File: src/rtl/serial_mux_mag_cmp.sv
// serial_mux_mag_cmp: multi-channel bit-serial unsigned magnitude comparator.
// Operand A comes from src_hi or src_lo of the selected channel and is compared
// MSB-first against threshold B, one bit per cycle. The result is held under
// a valid/ready handshake.
// Optional feature macro: CMP_HIT_CNT_EN adds a saturating hit_cnt output.
module serial_mux_mag_cmp #(
  parameter  int WIDTH      = 5,
  parameter  int NCH        = 4,
  parameter  int EARLY_EXIT = 1,
  localparam int CH_W       = (NCH > 1) ? $clog2(NCH) : 1,
  localparam int CYC_W      = $clog2(WIDTH + 1)
) (
  input  logic                 clk,
  input  logic                 rst_n,
  input  logic                 in_valid,
  output logic                 in_ready,
  input  logic [CH_W-1:0]      ch_sel,
  input  logic                 mode,
  input  logic [NCH*WIDTH-1:0] src_hi,
  input  logic [NCH*WIDTH-1:0] src_lo,
  input  logic [WIDTH-1:0]     thr,
  output logic                 out_valid,
  input  logic                 out_ready,
  output logic                 res_gt,
  output logic                 res_eq,
  output logic                 res_lt,
  output logic [CH_W-1:0]      res_ch,
`ifdef CMP_HIT_CNT_EN
  output logic [7:0]           hit_cnt,
`endif
  output logic [CYC_W-1:0]     res_cyc
);

  localparam int IDX_W = $clog2(WIDTH);

  typedef enum logic [1:0] {
    IDLE,
    CMP,
    DONE
  } state_t;

  state_t           state;
  logic [WIDTH-1:0] a_reg;
  logic [WIDTH-1:0] b_reg;
  logic [IDX_W-1:0] idx;
  logic             diff_seen;
  logic             gt_seen;

  logic [WIDTH-1:0] a_sel;
  logic             bit_diff;
  logic             any_diff;
  logic             a_gt;
  logic             last_bit;

  // Operand select: channel 0 is the default, so out-of-range indices fall back to it.
  always_comb begin
    // NOTE: every combinational output gets a default first so no latch is inferred.
    a_sel = mode ? src_hi[WIDTH-1:0] : src_lo[WIDTH-1:0];
    for (int c = 1; c < NCH; c++) begin
      if (ch_sel == CH_W'(c)) begin
        a_sel = mode ? src_hi[c*WIDTH +: WIDTH] : src_lo[c*WIDTH +: WIDTH];
      end
    end
  end

  // Per-bit compare; the first recorded difference decides the result direction.
  always_comb begin
    bit_diff = a_reg[idx] ^ b_reg[idx];
    any_diff = diff_seen | bit_diff;
    a_gt     = diff_seen ? gt_seen : a_reg[idx];
    last_bit = (idx == '0) || ((EARLY_EXIT != 0) && bit_diff);
  end

  // Control FSM with registered handshake and result outputs.
  always_ff @(posedge clk or negedge rst_n) begin
    if (!rst_n) begin
      state     <= IDLE;
      in_ready  <= 1'b1;
      out_valid <= 1'b0;
      res_gt    <= 1'b0;
      res_eq    <= 1'b0;
      res_lt    <= 1'b0;
      res_ch    <= '0;
      res_cyc   <= '0;
      a_reg     <= '0;
      b_reg     <= '0;
      idx       <= '0;
      diff_seen <= 1'b0;
      gt_seen   <= 1'b0;
    end else begin
      // NOTE: state is updated with non-blocking assignments so every branch sees pre-edge values.
      case (state)
        IDLE: begin
          if (in_valid) begin
            a_reg     <= a_sel;
            b_reg     <= thr;
            res_ch    <= ch_sel;
            idx       <= IDX_W'(WIDTH - 1);
            diff_seen <= 1'b0;
            gt_seen   <= 1'b0;
            res_cyc   <= '0;
            in_ready  <= 1'b0;
            state     <= CMP;
          end
        end
        CMP: begin
          res_cyc <= res_cyc + 1'b1;
          if (bit_diff && !diff_seen) begin
            diff_seen <= 1'b1;
            gt_seen   <= a_reg[idx];
          end
          if (last_bit) begin
            out_valid <= 1'b1;
            res_gt    <= any_diff & a_gt;
            res_lt    <= any_diff & ~a_gt;
            res_eq    <= ~any_diff;
            state     <= DONE;
          end else begin
            idx <= idx - 1'b1;
          end
        end
        DONE: begin
          if (out_ready) begin
            out_valid <= 1'b0;
            res_gt    <= 1'b0;
            res_eq    <= 1'b0;
            res_lt    <= 1'b0;
            in_ready  <= 1'b1;
            state     <= IDLE;
          end
        end
        default: begin
          state <= IDLE;
        end
      endcase
    end
  end

`ifdef CMP_HIT_CNT_EN
  // Saturating count of consumed "greater" results; a consumed "less" result clears it.
  always_ff @(posedge clk or negedge rst_n) begin
    if (!rst_n) begin
      hit_cnt <= '0;
    end else if ((state == DONE) && out_ready) begin
      if (res_lt) begin
        hit_cnt <= '0;
      end else if (res_gt && (hit_cnt != 8'hFF)) begin
        hit_cnt <= hit_cnt + 8'd1;
      end
    end
  end
`endif

endmodule

File: config.mk
export PLATFORM = sky130hd
export DESIGN_NAME = serial_mux_mag_cmp
export DESIGN_NICKNAME = d
export VERILOG_FILES = /design/src/rtl/serial_mux_mag_cmp.sv
export SDC_FILE = /design/constraint.sdc
export NUM_CORES = 1
export LEC_CHECK = 0
export CAP_MARGIN = 40
export CELL_PAD_IN_SITES_DETAIL_PLACEMENT = 1
export CELL_PAD_IN_SITES_GLOBAL_PLACEMENT = 1
export CORE_MARGIN = 2
export CORE_UTILIZATION = 50
export DETAILED_ROUTE_END_ITERATION = 8
export DONT_BUFFER_PORTS = 1
export PLACE_DENSITY_LB_ADDON = 0.1
export SETUP_SLACK_MARGIN = 0.15
export SLEW_MARGIN = 15
export SYNTH_ARGS = -nofsm -noshare
export SYNTH_HDL_FRONTEND = slang
export SYNTH_SLANG_ARGS = --single-unit
File: constraint.sdc
create_clock -name clk -period 4.6 [get_ports clk]
set_input_delay 1.15 -clock clk [delete_from_list [all_inputs] [get_ports clk]]
set_output_delay 1.15 -clock clk [all_outputs]
set_load 0.01 [all_outputs]
==> After elaboration in Yosys (flattened, before gate mapping) <==
Cells that the tools add are included.
{ "op_classes": {"n_lt_le_gt_ge": 1, "bitwise_logic": 6, "n_mux": 37, "add_sub_neg": 2, "eq_ne": 10, "reduce_logical": 15} }
{ "op_table": {"columns": ["operator", "count"], "rows": [
  ["$mux W5", 7],
  ["$reduce_and A3 Y1", 5],
  ["$pmux W1 S2", 7],
  ["$mux W1", 12],
  ["$pmux W3 S2", 2],
  ["$ne A2 B2 Y1 const B", 5],
  ["$mux W3", 3],
  ["$bmux W1 S3", 2],
  ["$eq A2 B2 Y1 const B", 3],
  ["$mux W2", 3],
  ["$pmux W2 S3", 1],
  ["$reduce_bool A2 Y1", 3],
  ["$eq A2 B1 Y1 const B", 2],
  ["$lt A3 B4 Y1 const B", 1],
  ["$reduce_and A2 Y1", 2],
  ["$add A3 B1 Y3 const B", 1],
  ["$logic_not A3 Y1", 1],
  ["$sub A3 B1 Y3 const B", 1],
  ["$and A1 B1 Y1", 2],
  ["$logic_not A2 Y1", 1],
  ["$not A1 Y1", 2],
  ["$logic_and A1 B1 Y1", 1],
  ["$logic_not A1 Y1", 1],
  ["$logic_or A1 B1 Y1", 1],
  ["2 further kinds", 2]
]} }
{ "totals": {"wordCells": 84, "input_bits": 52, "register_bits": 27} }

==> Depth between registers and ports, before layout <==
Gate-level depths: netlist of the first run.
{ "logic_depth": {"depth_word": 7, "mapped_depth": 7, "depth_no_buf": 6} }

==> Least setup slack after synthesis of the first run <==
OpenSTA, ideal clock, no wires.
{ "synth_path": {"kind": "input to register", "from": "input port mode", "to": "register a_reg[0]", "setup_ps": 135, "path_slack_ps": 2333, "t_arrival_ps": 2132, "cell_stages": 4, "path_cell_list": "buf_2 > mux4_2 > mux2i_1 > o21ai_0"} }
{ "synth_via": {"elab_chain_len": 4, "elab_cells_between_ends": 7, "classes_between": "mux: 7"} }
{ "synth_rtl": {"columns": ["element", "line_no", "rtl"], "rows": [
  ["start: declaration", "18", "input logic mode,"],
  ["$mux W5 (on tied branches)", "58, 61", null],
  ["$mux W5 (2 in a row)", "60", "if (ch_sel == CH_W'(c)) begin"],
  ["$mux W5 (*)", "60", null],
  ["end signal: assignment", "95", "a_reg <= a_sel;"],
  ["end: declaration", "43", "logic [WIDTH-1:0] a_reg;"]
]} }
Mark *: on every way between the ends. The rest lies on a longest branch, timed or not.
A chain may end at the register's enable or synchronous reset.

==> Final worst setup path of the first run <==
{ "layout_path": {"from": "register in_ready", "to": "output port in_ready"} }
{ "layout_lines": {"columns": ["element", "line_no", "rtl"], "rows": [
  ["start: declaration", "16", "output logic in_ready,"],
  ["start signal: assignment", "78", "in_ready <= 1'b1;"],
  ["start signal: assignment", "102", "in_ready <= 1'b0;"],
  ["start signal: assignment", "128", "in_ready <= 1'b1;"]
]} }
No word-level cell between the ends.

==> metrics.cfg, run 1 <==
[final_layout]
syn2layout_area_growth_pct=2.753
antenna-diode-count=0
drive_gt1_share_pct=19.11
n_fill_cell=377
nNetsFinal=213

[drt]
viasPerCell=6.069
antenna_left=0
drc=0
drt-total-wl_um=3441
detail_route.wl_per_cell_um=16.95
num_vias=1232
drt_iter0_drc=27
dr.pass1.iters=4

[timing]
slew_viol_final=0
relSlewSlack_pct=58.60
fin_tns_setup_ns=0
whs_ns=0.4872
clock-skew-final_ns=0.003689
setup_violations=0
rsz0062_at_grt=false
max_clock_freq_ghz=0.4802
period_share_pct=45.27
tightest_slew_ns=0.6187
finalCriticalPeriod_ns=2.082
final-hold-violation-count=0

[logic_synthesis]
synth_cell_types=42
synth_top_area_share_pct=38.69
syn_inst=161
async_flop_share_pct=100.0
yosysMostFrequentCell=nand2_1
synth_enable_flop_cells=0
synth-seq-cells=27
ys_top_cells_by_area=dfrtp_1 39%, mux4_2 13%, nand2_1 8.3%, mux2i_1 7.1%, o21ai_0 2.4%
synth_warnings=0
synth_area_per_cell_um2=10.44
syn_nets=216
syn_area_um2=1682
synth_seq_area_share_pct=40.25
synth_top_cell_by_area=dfrtp_1
ys.flop_type=dfrtp_1
synth_common_cells=37 x nand2_1, 26 x dfrtp_1, 12 x mux2i_1

[global_route]
grt_overflow=0
antenna_found_initial=0
grt_max_degree=28
grt_use_total_pct=19.23
grt_pass1_wl_um=5416
grt_pass1_vias=1289

[clocking]
cts_resized=0
cts.root.buffer_cell=clkbuf_4
cts_sinks=27
htreeDepth=1
cts_buffer_depth=2
postCtsSetupRepairBufs=0
numCtsBuffers=3
cts_tree=done
path_clk_slew_ns=0.15
clk_latency_ns=0.33
cts_hold_buf=0

[power]
power.leakage_nw=0.7283
ir_worst_vdd_v=0.0001471
p_per_area_nw_per_um2=605.5

[floorplan]
die_y_um=62.00
die_area_um2=3843
ios=62
die_w_um=62.00
start_util_pct=51.20
core_um2=3284
rows=21

[setup_path]
cp-startpoint=in_ready
critPathKind=reg -> out
timing.rr.start=idx[1]
worstPathArrival_ns=0.93
r2r_slack_ns=2.60
critical_path_required_ns=3.45
end_kind=primary output
start_kind=flip-flop
critPathMaxFanout=3

[hold_path]
hold_class=in -> async

[run_status]
status=completed

[placement]
hpwl_um=2765
io_buffers=0
place_congestion=0.7955

[flow_run]
drv_cap=0

per-stage QoR:
stage | total power [mW] | util [%] | instance area [um^2] | std cells | setup slack (ns)
2_1_floorplan | 0.8605 | - | 1682 | 161 | 2.333
3_3_place_gp | 0.9267 | 51.77 | 1700 | 199 | 2.494
3_5_place_dp | 0.9549 | 51.77 | 1700 | 199 | 2.366
4_1_cts | 1.060 | 52.61 | 1728 | 203 | 2.507
5_1_grt | 1.143 | 52.61 | 1728 | 203 | 2.460
6_report | 1.046 | 52.61 | 1728 | 203 | 2.518
worst paths after layout:
check / end / cells past startpoint
max in group asynchronous: in_ready / 0
min reg2reg: b_reg[1] / 2
max: in_ready / 0
max reg2reg: idx[0] / 5
min in group clk: b_reg[1] / 2
min: res_cyc[2] / 0
metal layers:
metal  share of wire [%]  vias to the layer above  GRT usage [%]
met5                   0                        -              0
met4                 1.8                        0          6.687
met3                 7.5                        8          3.934
met2                  53                       59          36.01
met1                  38                      594          21.32
li1                    -                      571              -
kinds of logic after synthesis:
kind of cell / share of synthesized area (%)
AO/OA/AOI/OAI: 14.44
XOR/XNOR: 0.5209
adder cells (fa/ha/maj): 2.232
buffers and inverters: 3.869
flip-flops: 40.25
multiplexers: 20.54
AND/OR/NAND/NOR: 18.16
cell usage in the layout, fill, tap and decap left out, types with 2 or more instances in the layout:
cell type	synthesis	layout
o21ai_1	2	2
dfrtp_1	26	26
clkbuf_4	0	3
mux2i_1	12	12
inv_1	7	7
o22a_2	2	2
nand2b_1	3	3
ha_1	3	3
mux4_2	10	10
o21ai_0	8	8
a21oi_1	3	3
nand2_1	37	37
nor2_1	7	7
o2111ai_1	2	2
or2_1	2	2
or2_2	2	2
o22ai_1	4	4
layout make-up:
type | instances | area (um^2) | share of cell area (%)
Clock buffer | 3 | 22.52 | 1.303
Clock inverter | 1 | 5.005 | 0.2896
Inverter | 7 | 26.28 | 1.521
Multi-Input combinational cell | 119 | 939.7 | 54.38
Sequential cell | 27 | 676.9 | 39.17
Tap cell | 46 | 57.56 | 3.331
report_power, final:
part	switching [mW]	internal, mW	leakage (nW)
Combinational	0.269	0.218	0.375
Clock	0.0727	0.0327	0.0177
Sequential	0.111	0.343	0.336
Total	0.453	0.593	0.728
(Power assumes the default switching activity.)
==> run 2: changes to the inputs <==
--- a/config.mk
+++ b/config.mk
@@ -9,7 +9,7 @@
 export CELL_PAD_IN_SITES_DETAIL_PLACEMENT = 1
 export CELL_PAD_IN_SITES_GLOBAL_PLACEMENT = 1
 export CORE_MARGIN = 2
-export CORE_UTILIZATION = 50
+export CORE_UTILIZATION = 42
 export DETAILED_ROUTE_END_ITERATION = 8
 export DONT_BUFFER_PORTS = 1
 export PLACE_DENSITY_LB_ADDON = 0.1
==> constraint.sdc (replaced) <==
create_clock -name clk -period 1.7 [get_ports clk]
set_input_delay 0.425 -clock clk [delete_from_list [all_inputs] [get_ports clk]]
set_output_delay 0.425 -clock clk [all_outputs]
set_load 0.01 [all_outputs]
==> run 2 against run 1 <==
Net effect:
- the run now ends with negative setup slack left
- cell count rose by 15%
- sequential power grew to 2.8 times the previous value
- power rose to 3.7 times the previous value
- critical path depth up 7
- first-iteration DRC count rose by 56%
- worst setup slack got worse by 2.7 ns
- clock skew about the same
- sequential cell count did not move
- die area rose by 18%
- clock power rose to 3.5 times the previous value
==> metrics.cfg, run 2 (synthesis gave the netlist of run 1 again) <==
[run_status]
status=complete, but fails checks
violations=negative setup slack

[drt]
drt-total-wl_um=4529
drc=0
met2_length_um=2548
detail_route.wl_per_cell_um=19.44
antenna_left=0
dr.pass1.iters=4
wl_met3_um=258
met1_length_um=1668
highest_layer=met4
drt_iter0_drc=42
viasPerCell=5.725
num_vias=1334

[clocking]
htreeDepth=1
cts.root.buffer_cell=clkbuf_8
path_clk_slew_ns=0.10
cts_tree=done
cts_sinks=27
cts_buffer_depth=2
clk_latency_ns=0.27
numCtsBuffers=3

[setup_path]
critPathKind=reg -> reg
cp_common_cell=buf_4
end_kind=flip-flop
worstPathArrival_ns=2.10
critPathMaxFanout=6
path_cells=buf_4, mux2i_4, o22a_2, a221oi_4, buf_4, o31ai_4, o311ai_2
r2r_slack_ns=-0.23
start_kind=flip-flop
critical_path_required_ns=1.87
max_stage_delay_ns=0.48
crit_family=compound AO/OA/AOI/OAI gates
cp.buffers_inverters=2
crit_slowest_cell=dfrtp_2

[placement]
io_buffers=0
placed_cells=215
preCtsSetupSlack_ns=-0.3248
place_congestion=0.8594
placedInstanceArea_um2=1826
hpwl_um=3139

[timing]
clock-skew-final_ns=0.003733
max_clock_freq_ghz=0.5190
setup_violations=11
setup_ws_ns=-0.2268
final-hold-violation-count=0
whs_ns=0.2515
tightest_slew_ns=0.3824
finalCriticalPeriod_ns=1.927
rsz0062_at_grt=true
relSlewSlack_pct=74.51
period_share_pct=113.3
slew_viol_final=0

[final_layout]
nNetsFinal=241
layout_common_cells=37 x nand2_1, 24 x dfrtp_1, 22 x buf_4
final_common_cell=nand2_1
antenna-diode-count=0
stdcell_count=233
drive_gt1_share_pct=38.92
final_core_util_pct=56.99
final_area_um2=2133
syn2layout_area_growth_pct=26.86

[floorplan]
die_area_um2=4526
die_y_um=67.28
rows=22
start_util_pct=44.92
die_w_um=67.28
ios=62
core_um2=3744

[global_route]
grt_use_total_pct=21.23
antenna_found_initial=0
grt_max_degree=28
grt_overflow=0
grt_pass1_wl_um=7162
grt_pass1_vias=1531

[hold_path]
hold_class=in -> reg

[power]
p_per_area_nw_per_um2=1837
ir_worst_vdd_v=0.0005707
power.leakage_nw=0.9029

[flow_run]
drv_cap=0

## run 2: cell types whose count changed in the layout (fill, tap and decap cells not counted), sizes merged
cell         before  now
dlygate4sd3       0    1
buf               0   27
## run 2: final timing paths
check / start / to / cells past startpoint
worst max register to register: idx[1] / idx[2] / 7
worst min-delay path: out_ready / state[1] / 1
worst max-delay path: idx[1] / idx[2] / 7
worst min register to register: b_reg[1] / b_reg[1] / 2
max in group asynchronous: rst_n / in_ready / 2
min in group asynchronous: rst_n / diff_seen / 2
## run 2: layer usage
metal / global-route usage (%) / up-vias
li1: - / 628
met4: 5.357 / 0
met3: 3.000 / 4
met5: 0 / -
met2: 41.71 / 58
met1: 23.71 / 644
## run 2: cell type report
class,count,area [um^2]
Fill cell,426,1610
Tap cell,48,60.06
Timing Repair Buffer,28,240.2
Clock inverter,1,5.005
Multi-Input combinational cell,119,1081
Sequential cell,27,679.4
Inverter,7,26.28
Clock buffer,3,41.29
## run 2: power by group
group | switching [mW] | internal [mW]
logic | 1.09 | 1.17
registers | 0.359 | 0.934
clock network | 0.203 | 0.164
## run 2: worst reg2reg max path, stage by stage, from the launching register on
cell and delay, ns:
dfrtp_2 0.48, buf_4 0.17, mux2i_4 0.18, o22a_2 0.25, a221oi_4 0.40, buf_4 0.20, o31ai_4 0.07, o311ai_2 0.08
## run 2: metrics by stage
stage / total power, mW / TNS, ns
2_1_floorplan: 2.386 / 0
3_3_place_gp: 2.796 / -0.6614
3_5_place_dp: 2.896 / -2.106
4_1_cts: 3.671 / -1.049
5_1_grt: 4.201 / -2.162
6_report: 3.918 / -1.486
## run 2: what timing repair did
item | in CTS | in global routing
setup buffers | 7 | 5
hold endpoints to repair | 27 | 0
pin swaps | 10 | 7
hold buffers | 2 | 0
resized for setup | 16 | 10
setup endpoints to repair | 11 | 17
==> run 3: changes to the inputs <==
--- a/config.mk
+++ b/config.mk
@@ -14,6 +14,7 @@
 export DONT_BUFFER_PORTS = 1
 export PLACE_DENSITY_LB_ADDON = 0.1
 export SETUP_SLACK_MARGIN = 0.15
+export SKIP_LAST_GASP = 1
 export SLEW_MARGIN = 15
 export SYNTH_ARGS = -nofsm -noshare
 export SYNTH_HDL_FRONTEND = slang
==> run 3 against run 2 <==
Net effect:
- the flow still finishes with violations (negative setup slack)
- fmax is 1.2% higher
- sequential cell count unchanged
- critical path depth unchanged
- wire length fell by 1.2%
- clock-buffer cell count unchanged
- critical endpoint unchanged
==> metrics.cfg, run 3 (synthesis gave the netlist of run 1 again) <==
[placement]
place_congestion=0.8594
hpwl_um=3139
placed_cells=215
placedInstanceArea_um2=1826
io_buffers=0

[setup_path]
cp.buffers_inverters=2
r2r-end=idx[2]
r2r_slack_ns=-0.20
worstPathArrival_ns=2.07
max_stage_delay_ns=0.48
crit_family=compound AO/OA/AOI/OAI gates
timing.rr.start=idx[1]
path_cells=buf_6, mux2i_4, o22a_2, a211oi_4, buf_4, o31ai_4, o311ai_2
critPathMaxFanout=6
cp.depth=7
rr_worst_depth=7
crit_slowest_cell=dfrtp_2
end_kind=flip-flop
critPathKind=reg -> reg
start_kind=flip-flop
critical_path_required_ns=1.87

[clocking]
cts.root.buffer_cell=clkbuf_8
path_clk_slew_ns=0.09
cts_tree=done
numCtsBuffers=3
cts_sinks=27
clk_latency_ns=0.27
cts_buffer_depth=2
htreeDepth=1

[drt]
drt_iter0_drc=41
antenna_left=0
num_vias=1336
dr.pass1.iters=3
detail_route.wl_per_cell_um=19.20
drc=0
drt-total-wl_um=4474
viasPerCell=5.734

[global_route]
grt_use_total_pct=21.23
antenna_found_initial=0
grt_max_degree=28
grt_pass1_vias=1531
grt_pass1_wl_um=7162
grt_overflow=0

[timing]
relSlewSlack_pct=75.23
final-hold-violation-count=0
tightest_slew_ns=0.3716
period_share_pct=112.0
slew_viol_final=0
clock-skew-final_ns=0.002994
setup_ws_ns=-0.2046
setup_violations=11
finalCriticalPeriod_ns=1.905
rsz0062_at_grt=true
max_clock_freq_ghz=0.5250

[hold_path]
hold_start=out_ready
hold_depth=1
hold_class=in -> reg
min_to=state[1]

[final_layout]
stdcell_count=233
final_area_um2=2141
antenna-diode-count=0
nNetsFinal=241
syn2layout_area_growth_pct=27.31
drive_gt1_share_pct=39.46
layout_common_cells=37 x nand2_1, 24 x dfrtp_1, 21 x buf_4
final_common_cell=nand2_1

[run_status]
status=complete, but fails checks
violations=negative setup slack

[floorplan]
start_util_pct=44.92
ios=62
die_area_um2=4526
die_w_um=67.28
rows=22
die_y_um=67.28
core_um2=3744

[power]
power.leakage_nw=0.9046
power_mw=3.920
p_per_area_nw_per_um2=1831
ir_worst_vdd_v=0.0005702

[flow_run]
drv_cap=0

## run 3: cell counts in the layout (fill, tap and decap cells not counted)
No cell type changed its count.
## run 3: worst max path at each step
stage	from	to	slack (ns)
floorplan	idx[2]	state[0]	0.07
global placement	idx[1]	idx[0]	-0.12
detailed placement	idx[1]	idx[0]	-0.32
CTS	idx[1]	state[0]	-0.16
global route	idx[1]	idx[2]	-0.26
finish	idx[1]	idx[2]	-0.20
## run 3: final cells by class
type | instances | area [um^2]
flip-flops and latches | 27 | 679.4
inverters | 7 | 26.28
multi-input cells | 119 | 1085
fillers | 423 | 1603
clock inverters | 1 | 5.005
repair buffers | 28 | 244.0
clock buffers | 3 | 41.29
well taps | 48 | 60.06
## run 3: through the flow
step	utilization, %	hold WS, ns	setup TNS, ns	setup WS [ns]
finish	57.19	0.2527	-1.355	-0.2046
floorplan	-	0.1294	0	0.07149
global placement	48.76	0.1301	-0.6614	-0.1221
CTS	54.48	0.2437	-1.053	-0.1583
detailed placement	48.76	0.1301	-2.106	-0.3248
global route	57.19	0.2418	-2.170	-0.2559
## run 3: layer usage
metal,up-vias,global-route usage [%],share of wire [%]
li1,630,-,-
met1,647,23.71,38
met2,55,41.71,56
met3,4,3.000,5.6
met4,0,5.357,1.0
met5,-,0,0
## run 3: worst reg2reg max path, delay by kind of cell, from the launching register on
| family | cells | cell delay, ns |
|---|---|---|
| multiplexers | 1 | 0.18 |
| buffers and inverters | 2 | 0.35 |
| AO/OA/AOI/OAI | 4 | 0.81 |
| flip-flops | 1 | 0.48 |
## run 3: power breakdown
| group | leakage (nW) | switching, mW | internal, mW |
|---|---|---|---|
| Combinational | 0.546 | 1.08 | 1.18 |
| Clock | 0.0255 | 0.202 | 0.164 |
| Sequential | 0.333 | 0.361 | 0.934 |
| Total | 0.905 | 1.64 | 2.28 |
## run 3: timing repair
| item | in CTS | in global routing |
|---|---|---|
| buffers inserted | 7 | 5 |
| endpoints found under the setup margin | 11 | 17 |
| hold buffers | 2 | 0 |
| resized for setup | 16 | 11 |
| hold endpoints to repair | 27 | 0 |
| pin swaps | 9 | 8 |
